## src/rtl/axi_sync_chan_buffer.sv

```systemverilog
// Single-clock multi-channel AXI channel buffer.
// One independent FWFT FIFO per channel with occupancy and almost-full.
module axi_sync_chan_buffer #(
  parameter int NUM_CH    = 5,
  parameter int DATA_W    = 45,
  parameter int DEPTH     = 4,
  parameter int AF_THRESH = 3,
  localparam int PW = $clog2(DEPTH),
  localparam int LW = PW + 1
) (
  input  logic                     axi_clk,
  input  logic                     axi_rst,
  input  logic [NUM_CH-1:0]        s_valid,
  output logic [NUM_CH-1:0]        s_ready,
  input  logic [NUM_CH*DATA_W-1:0] s_data,
  output logic [NUM_CH-1:0]        m_valid,
  input  logic [NUM_CH-1:0]        m_ready,
  output logic [NUM_CH*DATA_W-1:0] m_data,
  input  logic [NUM_CH-1:0]        flush,
  output logic [NUM_CH*LW-1:0]     level,
  output logic [NUM_CH-1:0]        almost_full
);

  for (genvar i = 0; i < NUM_CH; i++) begin : g_ch
    logic [LW-1:0]     wr;
    logic [LW-1:0]     rd;
    logic [LW-1:0]     lvl;
    logic [DATA_W-1:0] mem [DEPTH];
    logic              full;
    logic              empty;
    logic              push;
    logic              pop;

    // Extra pointer MSB tells full from empty when indices match
    assign full  = (wr ^ rd) == {1'b1, {PW{1'b0}}};
    assign empty = wr == rd;

    assign s_ready[i] = !full && !flush[i] && !axi_rst;
    assign m_valid[i] = !empty;
    assign push = s_valid[i] && s_ready[i];
    assign pop  = m_valid[i] && m_ready[i] && !flush[i];

    assign m_data[i*DATA_W +: DATA_W] = mem[rd[PW-1:0]];
    assign level[i*LW +: LW]          = lvl;
    assign almost_full[i]             = lvl >= LW'(AF_THRESH);

    always_ff @(posedge axi_clk) begin
      if (axi_rst) begin
        wr  <= '0;
        rd  <= '0;
        lvl <= '0;
      end else if (flush[i]) begin
        wr  <= '0;
        rd  <= '0;
        lvl <= '0;
      end else begin
        if (push) wr <= wr + 1'b1;
        if (pop)  rd <= rd + 1'b1;
        case ({push, pop})
          2'b10:   lvl <= lvl + 1'b1;
          2'b01:   lvl <= lvl - 1'b1;
          default: lvl <= lvl;
        endcase
      end
    end

    always_ff @(posedge axi_clk) begin
      if (push) mem[wr[PW-1:0]] <= s_data[i*DATA_W +: DATA_W];
    end
  end

endmodule

```

## config.mk

```make
export PLATFORM = sky130hd
export DESIGN_NAME = axi_sync_chan_buffer
export DESIGN_NICKNAME = d
export VERILOG_FILES = /design/src/rtl/axi_sync_chan_buffer.sv
export SDC_FILE = /design/constraint.sdc
export NUM_CORES = 1
export LEC_CHECK = 0
export CORE_ASPECT_RATIO = 0.75
export CORE_UTILIZATION = 43
export DETAILED_ROUTE_END_ITERATION = 7
export DONT_BUFFER_PORTS = 1
export GPL_TIMING_DRIVEN = 0
export PLACE_DENSITY = 0.61
export SLEW_MARGIN = 20
export SYNTH_ARGS = -nofsm -noshare
export SYNTH_HDL_FRONTEND = slang
export SYNTH_SLANG_ARGS = --single-unit
```

## constraint.sdc

```tcl
create_clock -name axi_clk -period 8.4 [get_ports axi_clk]
set_clock_uncertainty 0.05 [all_clocks]
set_input_delay 2.1 -clock axi_clk [delete_from_list [all_inputs] [get_ports axi_clk]]
set_output_delay 2.1 -clock axi_clk [all_outputs]
set_load 0.005 [all_outputs]
```

After elaboration in Yosys (flattened, before gate mapping)

Memory sizes are Yosys's and may differ from the RTL's. A register that Yosys moved wholly into a read port is not among the register bits.
Index checks and enable logic that the tools add are counted.

Output and inout bits: 255
Memories kept: 5
Flip-flop bits (word level): 45
Memory bits (writable): 900

Mux-type cells: 25
Reductions and logical operators: 51
Bitwise operators: 5
$add $sub $neg: 20
Equal/unequal tests: 20
Order comparisons: 5

Memories:

| name        | depth | bits a word | read ports | clocked after memory_dff | wr ports | line | RTL |
|---|---|---|---|---|---|---|---|
| g_ch[0].mem | 4     | 45          | 1          | 1                        | 1        | 28   | `logic [DATA_W-1:0] mem [DEPTH];` |
| g_ch[1].mem | 4     | 45          | 1          | 1                        | 1        | 28   |  |
| g_ch[2].mem | 4     | 45          | 1          | 1                        | 1        | 28   |  |
| g_ch[3].mem | 4     | 45          | 1          | 1                        | 1        | 28   |  |
| g_ch[4].mem | 4     | 45          | 1          | 1                        | 1        | 28   |  |

Operators with widths:

| kind                | count |
|---|---|
| $add 3x1->3 const B | 15 |
| $pmux 3 s2          | 5 |
| $logic_and 1x1->1   | 25 |
| $mux 2              | 10 |
| $logic_not 1->1     | 16 |
| $eq 3x3->1          | 5 |
| $eq 3x3->1 const B  | 5 |
| $ge 3x2->1 const B  | 5 |
| $sub 3x1->3 const B | 5 |
| $xor 3x3->3         | 5 |
| $eq 2x1->1 const B  | 5 |
| $eq 2x2->1 const B  | 5 |
| $mux 1              | 10 |
| $reduce_bool 2->1   | 5 |
| $reduce_or 2->1     | 5 |

Depth between registers and ports, before layout

Depth after elaboration: 8
Mapped depth: 10
Gate-level depth less buffers: 10

Worst setup path before layout

OpenSTA, ideal clock, no wires.

Kind: input -> register
From: input port axi_rst
To: memory g_ch[1].mem[3][0], enable pin
Arrival time: 4655 ps
Path buffers: 0
Path slack: 3243 ps
Data required time: 7897 ps
Setup time: 453 ps
Cell stages on the path: 3
Cells stage by stage: or2_2 -> a21oi_2 -> nor2b_1

Word-level cells in the longest chain between the ends: 5

Ends and longest elaborated chain:

| what                         | line | RTL |
|---|---|---|
| from (decl)                  | 12   | `input logic axi_rst,` |
| $logic_not 1->1              | 38   | `assign s_ready[i] = !full && !flush[i] && !axi_rst;` |
| $logic_and 1x1->1            | 38   |  |
| via s_ready[1]               | 14   | `output logic [NUM_CH-1:0] s_ready,` |
| $logic_and 1x1->1            | 40   | `assign push = s_valid[i] && s_ready[i];` |
| $mux 1                       | 68   | `if (push) mem[wr[PW-1:0]] <= s_data[i*DATA_W +: DATA_W];` |
| $mux 1 (implied by the code) | 68   |  |
| to (decl)                    | 28   |  |

The timed path passes the listed nets, and every way through them passes these cells.

Worst setup path in the final report

From: input port axi_rst
To: output port s_ready[1]

Word-level cells in the longest chain between the ends: 2

Ends and longest elaborated chain:

| what              | line |
|---|---|
| $logic_not 1->1   | 38 |
| $logic_and 1x1->1 | 38 |
| to (decl)         | 14 |

No other way between the ends.

==> run summary <==
Status - completed
Switch share - 19.9%
DR WL/cell - 24.5 um
Post-route minimum period - 5.03 ns
Most frequent cells in the layout - edfxtp_1, mux4_2, clkbuf_16
Max clock buf depth - 3
Worst rel slew slack - 49.6%
Num CTS Buffers - 92
Antenna violation net count after detailed routing - 0
Post-Synthesis Cells - 1572
Placer Congestion - 0.756
Hpwl dp - 46200 um
TritonCTS clock tree - done
Final TNS setup - 0 ns
Synth async-reset ratio - 0%
Layout cell share with drive strength beyond 1 - 25.4%
Met2 WL - 34400 um
DIE AREA - 84100 um2
Commonest non-fill, non-tap cell in the layout - edfxtp_1
Fill count - 6559
Mapped Nets - 1849
Clock power frac - 42.5%
Psw - 1.89 mW
Final Setup Violations - 0
Rows - 91
Worst-margin pin slew - 0.756 ns
Total Routing Usage GR - 16.5%
Post-DP Area - 37300 um2
H-Tree Depth - 3
PwrDens - 236 nW/um2
Fin area - 40300 um2
Synth cell types - 32
Vias in the first global route - 15700
Power share of the sequential group - 55.4%
Met1 Wirelength - 28000 um
First-pass GRT wire length - 103000 um
Mapped Area - 35700 um2
Arrival time worst endpoint - 2.88 ns
Worst hold path stage count - 2
Slew Viols, Final - 0
Startpoint Class - primary input
Post-synthesis sequential area ratio - 78.9%
MaxCap Viol Count - 0
Clk sinks - 955
Clk slew on worst S/H paths - 0.06 ns
DR vias - 15400
Top_reg_cell synth - edfxtp_1
Core area - 82200 um2
Hold Crit Class - register to register
Nets - 1949
Multi-input logic area - 7270 um2
LEAKAGE - 12.3 nW
RSZ-0062 raised after global routing - false
PostCTS Resize Cnt - 0
Vias/cell - 5.37
Crit end category - primary output
GRT Residual Overflow - 0
Clock Latency Late Sink - 0.65 ns
Critical path depth - 2
Combinational power share - 2.0%
DRC violations left - 0
Initial DRC Count - 1110
Mean Syn Cell Area - 22.7 um2
Critical path peak fanout - 7
Max incr delay on CP - 0.45 ns
Top layer in use - met4
Number of flops mapped to enable cells by yosys - 900
Die height - 251 um
Area Overhead vs Synth - 13.0%
Starting density of the core - 43.4%
Crit path buf inv count - 0
Setup ws final - 3.37 ns
Port Buffers - 0
Yosys warns - 0
Fin Hold WS - 0.442 ns
Required @ worst endpoint - 6.25 ns
WL final - 70400 um
CP top delay family - compound AO/OA/AOI/OAI gates
Num ports - 497
DIE WIDTH - 335 um
Post-CTS setup buffers - 0
Final Hold Fails - 0
Class of the most critical setup path - primary input to primary output
Final Util - 49.0%
VDD IR max - 0.202 mV
FF/Latch Area - 28100 um2
Drt pass-1 iters - 5
FMAX - 199 MHz
Cell with the largest stage delay on the worst path - a21oi_2
Power Internal - 7.62 mW
CTS root buffer - clkbuf_16
CTS Hold Bufs - 0
Flops & latches, synth - 955
Pre-CTS setup slack - 3.36 ns
Largest net degree at the start of global routing - 46
Antenna violations before repair - 1
Reg2Reg Depth - 6
Final period util - 59.9%
DR WL met3 - 6750 um
Ordered list of cells on the worst path - or2_2 > a21oi_2
-- power groups by stage --
stage,clock network [mW],registers [mW],logic (mW)
after floorplan,0,5.37,0.141
after global placement,0,5.38,0.193
after detailed placement,0,5.38,0.199
after CTS,4.15,5.27,0.201
after global routing,4.31,5.28,0.212
final,4.05,5.27,0.195
-- Yosys cell counts, types with 2 or more instances --
library cell | number | area [um2]
edfxtp_1 | 900 | 27000
mux4_2 | 225 | 5070
dfxtp_1 | 55 | 1100
nor2_1 | 48 | 180
nand2_1 | 38 | 143
inv_1 | 35 | 131
ha_1 | 30 | 375
xor2_1 | 29 | 254
buf_2 | 25 | 125
a31oi_1 | 23 | 144
and3_1 | 19 | 119
clkbuf_1 | 19 | 71.3
xnor2_1 | 19 | 166
o21ai_0 | 15 | 75.1
buf_1 | 12 | 45.0
a21oi_1 | 10 | 50.1
or3_1 | 10 | 62.6
mux2_2 | 8 | 90.1
nand3_1 | 8 | 40.0
o31ai_1 | 6 | 45.0
a21o_1 | 5 | 37.5
a21oi_2 | 5 | 43.8
fa_1 | 5 | 100
nand4_1 | 5 | 31.3
or2_2 | 5 | 31.3
and2_1 | 4 | 25.0
a32o_1 | 2 | 20.0
o211ai_1 | 2 | 15.0
xor2_2 | 2 | 32.5
-- cell families (layout without fill, tap and decap cells) --
group                    Yosys count  in the layout  share of synthesized area, %
buffers and inverters             91            270                          1.05
XOR/XNOR                          50             50                          1.27
AO/OA/AOI/OAI                     69             69                          1.23
other                              0              2                             0
adder cells (fa/ha/maj)           35             35                          1.33
multiplexers                     233            233                          14.5
AND/OR/NAND/NOR                  139            139                          1.81
flip-flops                       955            955                          78.9
-- area by class of cell --
cell class	count	area share (%)
sequential	955	69.8
multi-input combinational	526	18.0
inverter	35	0.326
clock buffer	112	6.15
antenna	2	0.0124
tap	1116	3.46
clock inverter	61	1.31
timing repair buffer	6	0.335
buffer	56	0.599
-- state kept, by name (all words and copies together), names as in the netlist, named ones only --
register,count
g_ch.lvl,15
g_ch.mem,900
g_ch.wr,15
g_ch.rd,15
-- worst reg2reg max path, cell delays in order (launching register included) --
cell and delay (ns):
dfxtp_1 0.48, xnor2_1 0.15, and2_1 0.19, a21oi_2 0.48, nor2b_4 0.61, buf_16 0.24, buf_16 0.18
-- stage by stage --
step / power (mW) / instances
after CTS: 9.62 / 2867
after global placement: 5.57 / 2688
after global routing: 9.80 / 2867
after detailed placement: 5.58 / 2694
final: 9.51 / 2869
after floorplan: 5.51 / 1572
-- path summary, 6_finish.rpt --
| kind | start | endpoint | slack (ns) |
|---|---|---|---|
| worst max-delay path | axi_rst | s_ready[1] | 3.37 |
| worst min-delay path | g_ch[2].rd[2] | g_ch[2].rd[2] | 0.44 |
| worst max register to register | g_ch[1].wr[0] | g_ch[1].mem[3][36] | 5.71 |
| worst min register to register | g_ch[2].rd[2] | g_ch[2].rd[2] | 0.44 |
-- metal layers --
| layer | vias to the layer above | global-route usage, % |
|---|---|---|
| met1 | 8148 | 21.2 |
| met5 | - | 0 |
| met2 | 452 | 26.3 |
| li1 | 6731 | - |
| met4 | 0 | 4.32 |
| met3 | 88 | 6.49 |
No activity file was read; power rests on OpenSTA's default activity.
